## src/rtl/svm_pkg.sv

```systemverilog
// Shared defaults and helpers for the linear-SVM scoring sequencer.
package svm_pkg;

  localparam int SW_W_DEF    = 11;
  localparam int N_FEAT_DEF  = 36;
  localparam int NUM_SW_DEF  = 1200;
  localparam int RAM_LAT_DEF = 1;
  localparam int PE_LAT_DEF  = 2;

  // Address width for n words, never narrower than one bit
  function automatic int clog2_min1(input int n);
    int r;
    if (n <= 2) begin
      r = 1;
    end else begin
      r = $clog2(n);
    end
    return r;
  endfunction

endpackage

```

## src/rtl/svm_delay_line.sv

```systemverilog
// Fixed-depth shift register with async reset and synchronous flush; DEPTH=0 is a wire.
module svm_delay_line #(
  parameter int WIDTH = 1,
  parameter int DEPTH = 1
) (
  input  logic             clk,
  input  logic             rst,
  input  logic             clear,
  input  logic [WIDTH-1:0] d,
  output logic [WIDTH-1:0] q
);

  if (DEPTH == 0) begin : g_wire
    logic unused_s;
    assign unused_s = clk ^ rst ^ clear;
    assign q = d;
  end else begin : g_pipe
    logic [WIDTH-1:0] stage_r [DEPTH];

    // Shift stages each cycle; clear flushes every stage at once
    always_ff @(posedge clk or negedge rst) begin
      if (!rst) begin
        for (int i = 0; i < DEPTH; i++) stage_r[i] <= {WIDTH{1'b0}};
      end else if (clear) begin
        for (int i = 0; i < DEPTH; i++) stage_r[i] <= {WIDTH{1'b0}};
      end else begin
        stage_r[0] <= d;
        for (int i = 1; i < DEPTH; i++) stage_r[i] <= stage_r[i-1];
      end
    end

    assign q = stage_r[DEPTH-1];
  end

endmodule

```

## src/rtl/svm_seq_ctrl.sv

```systemverilog
// Linear-SVM scoring sequencer: counts feature beats per slide window, drives the
// weight-RAM address and PE init/accumulate, and flags each completed window result.
module svm_seq_ctrl
  import svm_pkg::*;
#(
  parameter  int SW_W    = SW_W_DEF,
  parameter  int N_FEAT  = N_FEAT_DEF,
  parameter  int NUM_SW  = NUM_SW_DEF,
  parameter  int RAM_LAT = RAM_LAT_DEF,
  parameter  int PE_LAT  = PE_LAT_DEF,
  localparam int ADDR_W  = clog2_min1(N_FEAT)
) (
  input  logic              clk,
  input  logic              rst,
  input  logic              i_valid,
  input  logic              i_clear,
  output logic [ADDR_W-1:0] addr_b,
  output logic              init,
  output logic              accumulate,
  output logic [SW_W-1:0]   sw_id,
  output logic              o_valid,
  output logic              o_last
);

  localparam logic [ADDR_W-1:0] BEAT_ZERO = {ADDR_W{1'b0}};
  localparam logic [ADDR_W-1:0] BEAT_ONE  = ADDR_W'(1);
  localparam logic [ADDR_W-1:0] BEAT_LAST = ADDR_W'(N_FEAT - 1);
  localparam logic [SW_W-1:0]   WIN_ZERO  = {SW_W{1'b0}};
  localparam logic [SW_W-1:0]   WIN_ONE   = SW_W'(1);
  localparam logic [SW_W-1:0]   WIN_LAST  = SW_W'(NUM_SW - 1);

  logic [ADDR_W-1:0] beat_r;
  logic [SW_W-1:0]   win_r;
  logic              accept_s;
  logic              beat_last_s;
  logic              win_last_s;
  logic              win_done_s;
  logic              init_s;
  logic              acc_s;
  logic [1:0]        cmd_q_s;
  logic [SW_W+1:0]   res_q_s;
  logic              res_valid_s;
  logic              res_last_s;
  logic [SW_W-1:0]   res_sw_s;
  logic [SW_W-1:0]   sw_hold_r;
  logic              last_hold_r;

  // Beat acceptance and end-of-window / end-of-frame decode
  always_comb begin
    accept_s    = i_valid & ~i_clear;
    beat_last_s = (beat_r == BEAT_LAST);
    win_last_s  = (win_r == WIN_LAST);
    win_done_s  = accept_s & beat_last_s;
    init_s      = accept_s & (beat_r == BEAT_ZERO);
    acc_s       = accept_s & (beat_r != BEAT_ZERO);
  end

  // Beat and window counters; i_clear restarts at beat 0 of window 0
  always_ff @(posedge clk or negedge rst) begin
    if (!rst) begin
      beat_r <= BEAT_ZERO;
      win_r  <= WIN_ZERO;
    end else if (i_clear) begin
      beat_r <= BEAT_ZERO;
      win_r  <= WIN_ZERO;
    end else if (accept_s) begin
      if (beat_last_s) begin
        beat_r <= BEAT_ZERO;
        win_r  <= win_last_s ? WIN_ZERO : win_r + WIN_ONE;
      end else begin
        beat_r <= beat_r + BEAT_ONE;
        win_r  <= win_r;
      end
    end else begin
      beat_r <= beat_r;
      win_r  <= win_r;
    end
  end

  assign addr_b = beat_r;

  svm_delay_line #(.WIDTH(2), .DEPTH(RAM_LAT)) u_cmd_dly (
    .clk   (clk),
    .rst   (rst),
    .clear (i_clear),
    .d     ({init_s, acc_s}),
    .q     (cmd_q_s)
  );

  assign init       = cmd_q_s[1];
  assign accumulate = cmd_q_s[0];

  // Window tag travels with its done flag so overlapping windows stay distinct
  svm_delay_line #(.WIDTH(SW_W + 2), .DEPTH(RAM_LAT + PE_LAT)) u_res_dly (
    .clk   (clk),
    .rst   (rst),
    .clear (i_clear),
    .d     ({win_done_s, win_last_s, win_r}),
    .q     (res_q_s)
  );

  assign res_valid_s = res_q_s[SW_W+1];
  assign res_last_s  = res_q_s[SW_W];
  assign res_sw_s    = res_q_s[SW_W-1:0];

  // Remember the most recent result tag so sw_id/o_last hold between strobes
  always_ff @(posedge clk or negedge rst) begin
    if (!rst) begin
      sw_hold_r   <= WIN_ZERO;
      last_hold_r <= 1'b0;
    end else if (res_valid_s) begin
      sw_hold_r   <= res_sw_s;
      last_hold_r <= res_last_s;
    end else begin
      sw_hold_r   <= sw_hold_r;
      last_hold_r <= last_hold_r;
    end
  end

  // Result outputs; the live tag is passed straight through when PE_LAT+RAM_LAT is zero
  always_comb begin
    o_valid = res_valid_s;
    if (res_valid_s) begin
      sw_id  = res_sw_s;
      o_last = res_last_s;
    end else begin
      sw_id  = sw_hold_r;
      o_last = last_hold_r;
    end
  end

endmodule

```

## config.mk

```make
export PLATFORM = sky130hd
export DESIGN_NAME = svm_seq_ctrl
export DESIGN_NICKNAME = d
export VERILOG_FILES = /design/src/rtl/svm_pkg.sv /design/src/rtl/svm_delay_line.sv /design/src/rtl/svm_seq_ctrl.sv
export SDC_FILE = /design/constraint.sdc
export NUM_CORES = 1
export LEC_CHECK = 0
export BUFFER_PORTS_ARGS = -buffer_cell sky130_fd_sc_hd__buf_2
export CORE_UTILIZATION = 58
export DETAILED_ROUTE_END_ITERATION = 10
export GPL_TIMING_DRIVEN = 0
export PLACE_DENSITY = 0.84
export SKIP_CTS_REPAIR_TIMING = 1
export SYNTH_ARGS = -nofsm -noshare
export SYNTH_HDL_FRONTEND = slang
export SYNTH_SLANG_ARGS = --single-unit
```

## constraint.sdc

```tcl
create_clock -name clk -period 3 [get_ports clk]
set_clock_uncertainty 0.2 [all_clocks]
set_input_delay 0.3 -clock clk [delete_from_list [all_inputs] [get_ports clk]]
set_output_delay 0.3 -clock clk [all_outputs]
set_load 0.02 [all_outputs]
```

==> impl_metrics.json, run 1 <==
{
  "status": "completed",
  "core_area_sq_mm": 0.00441,
  "crit_path_end": "win_r[4]$_DFFE_PN0P_",
  "reg2reg_to": "win_r[4]$_DFFE_PN0P_",
  "fmax_mhz": 412,
  "area_growth_pct": 14.4,
  "setup_violations": 0,
  "synth_nets": 225,
  "drc": 0,
  "hold_path_class": "primary input to flip-flop",
  "cellLeakagePower_nw": 1.54,
  "synth_cell_types": 36,
  "worstPathArrival_ns": 2.49,
  "yosysWarnings": 0,
  "cts.sinks": 70,
  "ir_worst_vdd_uv": 350,
  "grt_pass1_wl_microns": 7690,
  "p_per_area_mw_per_mm2": 563,
  "initial_core_util_pct": 61.6,
  "multi_input_area_sq_um": 902,
  "hold_viol_final": 0,
  "slew_headroom_pct": 29.9,
  "fin_crit_sh_pct": 80.8,
  "diodes": 0,
  "gp_congestion": 0.899,
  "firstDrtPassIters": 4,
  "synth_area_sq_mm": 0.00272,
  "htreeDepth": 3,
  "clockBufferDepth": 2,
  "fp.dieH_microns": 70.5,
  "nFillCells": 320,
  "ios": 25,
  "clk-insertion-delay-late_ns": 0.34,
  "grt_antenna_before_repair": 0,
  "rsz0062_at_grt": "no",
  "fin_hold_ws_ns": 0.159,
  "ff2ff_path_depth": 4,
  "cts-buffers-inserted": 9,
  "chipWidth_microns": 70.5,
  "wl_per_cell_microns": 14.1,
  "yosys_register_bits": 70,
  "dp_hpwl_microns": 2820,
  "first_iter_violations": 89,
  "routed_wl_microns": 4370,
  "crit_path_start_kind": "flip-flop",
  "reg2reg_from": "addr_b[3]$_DFFE_PN0P_",
  "rrSetupSlack_ns": 0.58,
  "finalNonFillerCells": 309,
  "rows": 24,
  "place_inst": 293,
  "vias_per_cell": 5.54,
  "syn_avg_cell_area_sq_um": 12.5,
  "cp.required_ns": 3.07,
  "worst_pin_slew_ns": 1.04,
  "ant_nets": 0,
  "grt_max_degree": 71,
  "cts_tree": "yes",
  "layout-drive-gt1-share_pct": 21.8,
  "final_max_slew_viol_count": 0,
  "drv_cap": 0,
  "critPathKind": "flip-flop to flip-flop",
  "io_buffers": 23,
  "worstPathMaxFanout": 7,
  "min_period_ns": 2.42,
  "worstSetupStartpoint": "addr_b[3]$_DFFE_PN0P_",
  "final_net_count": 260,
  "end_kind": "flip-flop",
  "grt_remaining_overflow": 0,
  "num_vias": 1713,
  "first_global_vias": 1654,
  "die-area_sq_mm": 0.00496,
  "clk_pin_slew_ns": 0.07,
  "postSynthCellCount": 218,
  "fin_setup_tns_ns": 0,
  "regArea_sq_mm": 0.00175,
  "clock-root-buffer": "clkbuf_8",
  "grt_use_total_pct": 20.9,
  "yosysSeqAreaShare_pct": 64.5
}
## Yosys cell counts
cell / n / share of area [%]
xnor2_1: 1 / 0.32
mux2i_1: 1 / 0.37
a21o_1: 2 / 0.55
nand4_1: 3 / 0.69
ha_1: 3 / 1.4
dfrtp_1: 70 / 64
o2111ai_1: 1 / 0.32
nand4b_1: 1 / 0.32
nor3_1: 5 / 0.92
or2_2: 2 / 0.46
nor4b_1: 3 / 0.97
a31oi_1: 2 / 0.46
inv_1: 6 / 0.83
xor2_1: 3 / 0.97
or3_1: 2 / 0.46
buf_1: 1 / 0.14
a21oi_1: 4 / 0.74
nand2b_1: 1 / 0.23
nor2_1: 10 / 1.4
a31o_2: 1 / 0.32
buf_6: 1 / 0.41
a211o_1: 1 / 0.32
o21ai_0: 5 / 0.92
nor2b_1: 38 / 8.7
or4_4: 1 / 0.41
nand3_1: 3 / 0.55
nand2_1: 11 / 1.5
clkbuf_1: 7 / 0.97
o311ai_2: 1 / 0.60
o31ai_1: 2 / 0.55
nor4_1: 5 / 1.2
or4_1: 2 / 0.55
mux2_2: 12 / 5.0
a211oi_1: 2 / 0.55
o311ai_0: 2 / 0.64
o21a_1: 3 / 0.83
## cells by family (layout without fill, tap and decap cells)
kind of cell	after synthesis	count (layout)	share of synthesized area [%]
mux	13	13	5.34
flops	70	70	64.5
xor+xnor	4	4	1.29
simple gates	87	87	18.4
buf+inv	15	54	2.35
compound gates	26	26	6.81
fa+ha+maj	3	3	1.38
## final cells by class
class                   count  share of cell area, %
inverters                   6                  0.725
plain buffers               9                   1.33
well taps                  52                   2.09
multi-input cells         133                   29.0
clock inverters             5                   1.93
clock buffers              10                   4.43
flip-flops and latches     70                   56.4
repair buffers             24                   4.11
## where the power goes
group	total [mW]	internal [mW]	switching, mW	leakage, nW
registers	0.950	0.947	0.00338	0.976
clock network	0.744	0.403	0.341	0.0983
logic	0.0561	0.0129	0.0432	0.465
total	1.75	1.36	0.388	1.54
## stage by stage
stage | instance area, sq um | power (mW) | setup slack (ns) | utilization [%]
2_1_floorplan | 2720 | 0.994 | 0.817 | -
3_3_place_gp | 2900 | 1.02 | 0.713 | 65.6
3_5_place_dp | 2900 | 1.02 | 0.694 | 65.7
4_1_cts | 3100 | 1.77 | 0.584 | 70.2
5_1_grt | 3110 | 1.82 | 0.454 | 70.4
6_report | 3110 | 1.75 | 0.576 | 70.4
## flip-flops by register name (all words and copies together), names as in the netlist
signal	flops
addr_b	6
last_hold_r	1
sw_hold_r	11
u_cmd_dly.q	2
u_res_dly.g_pipe.stage_r	26
u_res_dly.q	13
win_r	11
## worst min-delay path by stage
stage	start	to	slack, ns	cells past startpoint
after floorplan	rst	addr_b[0]$_DFFE_PN0P_	-0.20	0
after global placement	u_res_dly.g_pipe.stage_r[26]$_DFF_PN0_	u_res_dly.g_pipe.stage_r[13]$_DFF_PN0_	0.24	1
after detailed placement	rst	sw_hold_r[2]$_DFF_PN0_	0.25	1
after CTS	rst	sw_hold_r[2]$_DFF_PN0_	-0.12	1
after global routing	i_clear	addr_b[5]$_DFFE_PN0P_	0.19	3
final	i_clear	addr_b[5]$_DFFE_PN0P_	0.16	3
## layer usage
metal	up-vias	part of all wire [%]	track usage, %
met1	843	43	25.4
met3	16	4.7	6.93
li1	816	-	-
met2	38	50	32.4
met4	0	2.7	12.2
met5	-	0	0
## critical path, cell delays in order, from the launching register on
cell and delay (ns):
dfrtp_1 0.45, nor4b_1 0.92, nand3_1 0.19, or4_1 0.43
a21oi_1 0.15
## cells in the final DEF (no fill, tap or decap), types with 3 or more instances in the layout
cell      netlist  final
dfrtp_1        70     70
inv_1           6      6
nand3_1         3      3
nor2_1         10     10
ha_1            3      3
nor4_1          5      5
mux2_2         12     12
nand4_1         3      3
nand2_1        11     11
xor2_1          3      3
clkbuf_8        0     10
o21ai_0         5      5
o21a_1          3      3
a21oi_1         4      4
buf_2           0     22
nor3_1          5      5
clkbuf_1        7      7
nor4b_1         3      3
nor2b_1        38     38
No activity file was read; power rests on OpenSTA's default activity.
==> run 2, diff against run 1 <==
ABC_AREA = 1   (was unset)
CORE_UTILIZATION = 52   (was 58)
PLACE_DENSITY = 0.8   (was 0.84)
clock period = 2 ns   (was 3 ns; I/O delays follow)
==> run 2 against run 1 <==
- setup slack worse by 0.49 ns
- wire length up 4.8%
- clock power increased by 52%
- area after synthesis increased by 2.3%
- die area increased by 14%
- power is 56% higher
- synthesized cell count up 28%
- sequential share of layout area down 1.8 points
- sequential cell count unchanged
- global-route usage decreased by 2.5 points
- combinational power grew to 2.7 times the previous value
- sequential power is 53% higher
- critical path type is now flip-flop to output pin
==> impl_metrics.json, run 2 <==
{
  "status": "completed",
  "fp.dieH_microns": 75.1,
  "clockBufferDepth": 2,
  "min_period_ns": 1.91,
  "drc": 0,
  "crit_path_start_kind": "flip-flop",
  "cts.sinks": 70,
  "clkPwrFrac_pct": 41.3,
  "setup_violations": 0,
  "worstPathArrival_ns": 1.51,
  "crit_slowest_cell": "dfrtp_1",
  "ios": 25,
  "holdPathStages": 4,
  "slew_headroom_pct": 43.8,
  "grt_antenna_before_repair": 0,
  "grt_use_total_pct": 18.3,
  "rows": 26,
  "fin_setup_tns_ns": 0,
  "hold_viol_final": 0,
  "cts_tree": "yes",
  "synth_top_area_share_pct": 63.0,
  "first_global_vias": 1749,
  "ir_worst_vdd_uv": 544,
  "power_switching_share_pct": 24.5,
  "final_net_count": 322,
  "htreeDepth": 3,
  "die-area_sq_mm": 0.00565,
  "ff2ff_path_depth": 8,
  "hold_path_class": "primary input to flip-flop",
  "placed_area_sq_mm": 0.00299,
  "yosys_register_bits": 70,
  "yosysWarnings": 0,
  "regMostFlops": "u_res_dly.g_pipe.stage_r",
  "worstPathMaxFanout": 10,
  "async_reset_ff_share_pct": 100,
  "multi_input_area_sq_um": 798,
  "gp_congestion": 0.802,
  "wl_per_cell_microns": 11.7,
  "routed_wl_microns": 4580,
  "layout-drive-gt1-share_pct": 20.6,
  "yosysSeqAreaShare_pct": 63.0,
  "nFillCells": 436,
  "cellLeakagePower_nw": 1.62,
  "clock-root-buffer": "clkbuf_8",
  "firstDrtPassIters": 4,
  "postSynthCellCount": 278,
  "largest_reg_flops": 26,
  "syn_avg_cell_area_sq_um": 10.0,
  "final_max_slew_viol_count": 0,
  "cp.required_ns": 1.60,
  "initial_core_util_pct": 54.1,
  "clk-insertion-delay-late_ns": 0.34,
  "synth_area_sq_mm": 0.00278,
  "clk_pin_slew_ns": 0.08,
  "synth.area.top_cells": "dfrtp_1 (63%), inv_1 (6.9%), nor2_1 (6.5%)",
  "grt_pass1_wl_microns": 7480,
  "dp_hpwl_microns": 3040,
  "vias_per_cell": 4.75,
  "first_iter_violations": 102,
  "drv_cap": 0,
  "mostFrequentLayoutCells": "dfrtp_1 (70), inv_1 (51), nor2_1 (48)",
  "fmax_mhz": 524,
  "synth_cell_types": 24,
  "p_int_mw": 2.06,
  "p_seq_share_pct": 53.1,
  "chipWidth_microns": 75.1,
  "end_kind": "output pin",
  "regArea_sq_mm": 0.00175,
  "io_buffers": 24,
  "critical_path.max_stage_delay_ns": 0.40,
  "combPwrFrac_pct": 5.6,
  "critPathKind": "flip-flop to output pin",
  "core_area_sq_mm": 0.00514,
  "num_vias": 1853,
  "crit_chain": "clkbuf_4, mux2_2, buf_2",
  "grt_remaining_overflow": 0,
  "fin_crit_sh_pct": 95.5,
  "synth-edff-count": 0,
  "cts-buffers-inserted": 9,
  "final_area_sq_mm": 0.00321,
  "switchingPower_mw": 0.667,
  "rsz0062_at_grt": "no",
  "netlist_top_cells_count": "dfrtp_1 (70), inv_1 (51), nor2_1 (48)",
  "layout_commonest_cell": "dfrtp_1",
  "diodes": 0,
  "ant_nets": 0,
  "synth.most_common_cell": "dfrtp_1",
  "synth_flop_cell": "dfrtp_1",
  "grt_max_degree": 71,
  "worst_pin_slew_ns": 0.843,
  "synth_nets": 285,
  "p_per_area_mw_per_mm2": 849,
  "area_growth_pct": 15.5,
  "synth_top_area_cell": "dfrtp_1"
}
==> run 2: cell count changes after synthesis, moves of 4 or more <==
cell | before | now
nor4_1 | 5 | 0
nand2_1 | 11 | 37
nor2_1 | 10 | 48
clkbuf_1 | 7 | 2
o21ai_1 | 0 | 8
nand4_1 | 3 | 8
inv_1 | 6 | 51
nor2b_1 | 38 | 0
o21ai_0 | 5 | 9
nand3_1 | 3 | 9
==> run 2: final timing paths <==
kind / from / slack, ns / end
worst min register to register: u_res_dly.g_pipe.stage_r[31]$_DFF_PN0_ / 0.26 / u_res_dly.g_pipe.stage_r[18]$_DFF_PN0_
worst max-delay path: u_res_dly.q[12]$_DFF_PN0_ / 0.09 / sw_id[9]
max in group asynchronous: rst / 0.75 / win_r[9]$_DFFE_PN0P_
worst min-delay path: i_clear / 0.06 / win_r[2]$_DFFE_PN0P_
worst max register to register: win_r[0]$_DFFE_PN0P_ / 0.25 / win_r[1]$_DFFE_PN0P_
min in group asynchronous: rst / 0.31 / u_res_dly.q[3]$_DFF_PN0_
==> run 2: cell families after synthesis <==
family / Yosys count / synth area share, %
DFF: 70 / 63.0
adders and majority gates: 3 / 1.35
muxes: 13 / 5.22
buffers and inverters: 60 / 8.32
and+or+nand+nor: 110 / 17.5
AOI/OAI and AO/OA: 20 / 4.00
xor gates and xnor gates: 2 / 0.630
==> run 2: power groups by stage <==
| stage | registers, mW | clock network (mW) | logic [mW] |
|---|---|---|---|
| after floorplan | 1.48 | 0 | 0.0798 |
| after global placement | 1.47 | 0 | 0.150 |
| after detailed placement | 1.48 | 0 | 0.154 |
| after CTS | 1.45 | 1.14 | 0.155 |
| after global routing | 1.45 | 1.19 | 0.173 |
| final | 1.45 | 1.13 | 0.154 |
==> run 2: critical path: cells and delay by family (launching register included) <==
family                 cells  cell delay [ns]
DFF                        1             0.40
muxes                      1             0.37
buffers and inverters      2             0.40
==> run 2: layer usage <==
layer | track usage [%] | part of all wire (%) | wire, microns
met3 | 6.96 | 3.4 | 154
met5 | 0 | 0 | 0
met1 | 20.9 | 46 | 2130
met4 | 6.58 | 1.7 | 77
met2 | 31.6 | 48 | 2220
==> run 2: final cells by class <==
| cell class | instances | area share [%] |
|---|---|---|
| tap | 70 | 2.73 |
| timing repair buffer | 26 | 4.44 |
| multi-input combinational | 148 | 24.9 |
| inverter | 55 | 6.51 |
| buffer | 5 | 0.779 |
| clock inverter | 7 | 2.30 |
| sequential | 70 | 54.5 |
| clock buffer | 9 | 3.86 |
==> run 2: through the flow <==
step                      hold WS (ns)  util, %  power, mW  instances  worst slack, ns
after detailed placement         0.160     58.2       1.63        372            0.285
final                           0.0554     62.5       2.73        390           0.0905
after global placement           0.234     58.2       1.62        372            0.251
after CTS                       -0.214     62.0       2.74        388           0.0228
after global routing            0.0887     62.5       2.81        390          0.00547
after floorplan                 -0.296        -       1.56        278            0.341
==> run 3, diff against run 2 <==
CORE_UTILIZATION = 53   (was 52)
PLACE_DENSITY = 0.81   (was 0.8)
REMOVE_ABC_BUFFERS = 1   (was unset)
SYNTH_HIERARCHICAL = 1   (was unset)
==> run 3 against run 2 <==
- the run now ends with hold timing left
- combinational power barely moved
- sequential power is essentially flat
- critical path depth fell by 1
- sequential cell count unchanged
- clock-buffer cell count is 1 higher
- critical path type unchanged
- clock power up 6%
- power increased by 2.8%
==> impl_metrics.json, run 3 <==
{
  "clk_pin_slew_ns": 0.07,
  "drv_cap": 0,
  "ios": 25,
  "syn_avg_cell_area_sq_um": 9.76,
  "violations": "hold timing",
  "synth_area_sq_mm": 0.00297,
  "pre_cts_slack_ns": 0.177,
  "cts.sinks": 70,
  "synth_top_area_cell": "dfrtp_1",
  "first_global_vias": 1817,
  "regArea_sq_mm": 0.00175,
  "dp_hpwl_microns": 2790,
  "worst_pin_slew_ns": 0.823,
  "yosysSeqAreaShare_pct": 59.0,
  "setup_violations": 0,
  "cpLargestDelayFamily": "flip-flops",
  "vias_per_cell": 4.68,
  "num_vias": 1855,
  "chipWidth_microns": 76.8,
  "end_kind": "output pin",
  "synth_top_area_share_pct": 59.0,
  "fin_hold_ws_ns": -0.0135,
  "layout-drive-gt1-share_pct": 20.6,
  "clk-insertion-delay-late_ns": 0.33,
  "critical_path.max_stage_delay_ns": 0.54,
  "hold_viol_final": 1,
  "synth.area.top_cells": "dfrtp_1 (59%), inv_1 (6.8%), nor2_1 (6.7%)",
  "slew_headroom_pct": 45.2,
  "regMostFlops": "u_res_dly/g_pipe.stage_r",
  "netlist_top_cells_count": "dfrtp_1 (70), inv_1 (54), nor2_1 (53)",
  "core_area_sq_mm": 0.00524,
  "place_inst": 379,
  "synth_flop_cell": "dfrtp_1",
  "wl_per_cell_microns": 10.6,
  "cts_tree": "yes",
  "min_period_ns": 1.83,
  "final_max_slew_viol_count": 0,
  "ir_worst_vdd_uv": 360,
  "grt_use_total_pct": 16.8,
  "routed_wl_microns": 4210,
  "drc": 0,
  "grt_remaining_overflow": 0,
  "crit_chain": "mux2_2, buf_2",
  "grt_pass1_wl_microns": 7650,
  "postSynthCellCount": 304,
  "ant_nets": 0,
  "synth-edff-count": 0,
  "area_growth_pct": 9.74,
  "layout_commonest_cell": "dfrtp_1",
  "multi_input_area_sq_um": 858,
  "first_iter_violations": 104,
  "firstDrtPassIters": 4,
  "grt_antenna_before_repair": 0,
  "finalNonFillerCells": 396,
  "fin_crit_sh_pct": 91.3,
  "final_net_count": 328,
  "htreeDepth": 3,
  "diodes": 0,
  "fp.dieH_microns": 76.8,
  "grt_max_degree": 71,
  "yosys_register_bits": 70,
  "p_per_area_mw_per_mm2": 861,
  "cp.required_ns": 1.60,
  "rows": 26,
  "fin_ws_ns": 0.174,
  "initial_core_util_pct": 56.6,
  "gp_congestion": 0.805,
  "nFillCells": 433,
  "die-area_sq_mm": 0.00590,
  "largest_reg_flops": 26,
  "async_reset_ff_share_pct": 100,
  "crit_path_start_kind": "flip-flop",
  "synth.most_common_cell": "dfrtp_1",
  "fin_util_pct": 62.2,
  "hold_path_class": "primary input to flip-flop",
  "critical_path.n_buffers_inverters": 1,
  "fmax_mhz": 548,
  "rsz0062_at_grt": "no",
  "yosysWarnings": 6,
  "cellLeakagePower_nw": 1.60,
  "worstPathMaxFanout": 13,
  "worstPathArrival_ns": 1.43,
  "cts-buffers-inserted": 9,
  "mostFrequentLayoutCells": "dfrtp_1 (69), inv_1 (54), nor2_1 (53)",
  "clockBufferDepth": 2,
  "io_buffers": 24,
  "critPathKind": "flip-flop to output pin",
  "synth_cell_types": 27,
  "crit_slowest_cell": "dfrtp_2",
  "clock-root-buffer": "clkbuf_8",
  "status": "finished, violations left"
}
-- run 3: changes by cell type after synthesis, moves of 2 or more --
cell / delta
buf_4: +13
nand2_1: +8
o21ai_0: -6
nand4_1: -5
nor2_1: +5
nor2_2: +4
buf_6: +3
inv_1: +3
o21ai_1: -3
clkbuf_1: -2
nand3b_1: +2
xnor2_1: +2
xor2_1: +2
-- run 3: final timing paths --
kind	startpoint	endpoint	slack [ns]	depth (start not counted)
hold / removal	i_valid	addr_b[1]$_DFFE_PN0P_	-0.01	3
max in group asynchronous	rst	u_res_dly/q[12]$_DFF_PN0_	0.72	2
hold reg to reg	u_res_dly/g_pipe.stage_r[21]$_DFF_PN0_	u_res_dly/q[8]$_DFF_PN0_	0.25	2
setup reg to reg	win_r[0]$_DFFE_PN0P_	win_r[8]$_DFFE_PN0P_	0.39	8
min in group asynchronous	rst	sw_hold_r[0]$_DFF_PN0_	0.31	2
setup / recovery	u_res_dly/q[12]$_DFF_PN0_	sw_id[7]	0.17	2
-- run 3: worst min-delay path, stage by stage --
cell and delay, ns:
buf_2 0.13, nand3_1 0.08, o21ai_0 0.07
-- run 3: cell families (layout without fill, tap and decap cells) --
| family | Yosys count | in the layout | share of synthesized area [%] |
|---|---|---|---|
| AOI/OAI and AO/OA | 11 | 11 | 1.98 |
| buffers and inverters | 75 | 97 | 12.0 |
| adders and majority gates | 3 | 3 | 1.27 |
| and+or+nand+nor | 127 | 127 | 19.4 |
| DFF | 70 | 70 | 59.0 |
| xor gates and xnor gates | 6 | 6 | 1.77 |
| muxes | 12 | 12 | 4.56 |
-- run 3: stage by stage --
stage	instance area [sq um]	TNS (ns)	power [mW]
floorplan	2820	0	1.56
global placement	3030	0	1.63
detailed placement	3030	0	1.64
CTS	3240	-0.156	2.85
global route	3260	0	2.92
finish	3260	0	2.80
-- run 3: area by class of cell --
| type | instances | area share, % |
|---|---|---|
| multi-input combinational | 159 | 26.4 |
| clock buffer | 10 | 3.92 |
| tap | 70 | 2.69 |
| timing repair buffer | 25 | 4.07 |
| sequential | 70 | 53.8 |
| inverter | 56 | 6.46 |
| clock inverter | 6 | 2.65 |
-- run 3: power breakdown --
group	switching [mW]	internal, mW	leakage [nW]
combinational	0.112	0.0450	0.535
clock	0.500	0.700	0.106
sequential	0.00968	1.44	0.962
-- run 3: metal layers --
layer	up-vias	share of wire (%)	track usage (%)
met1	887	44	18.5
met3	6	4.1	6.07
met5	-	0	0
met2	31	50	28.4
met4	0	1.4	8.65
li1	931	-	-
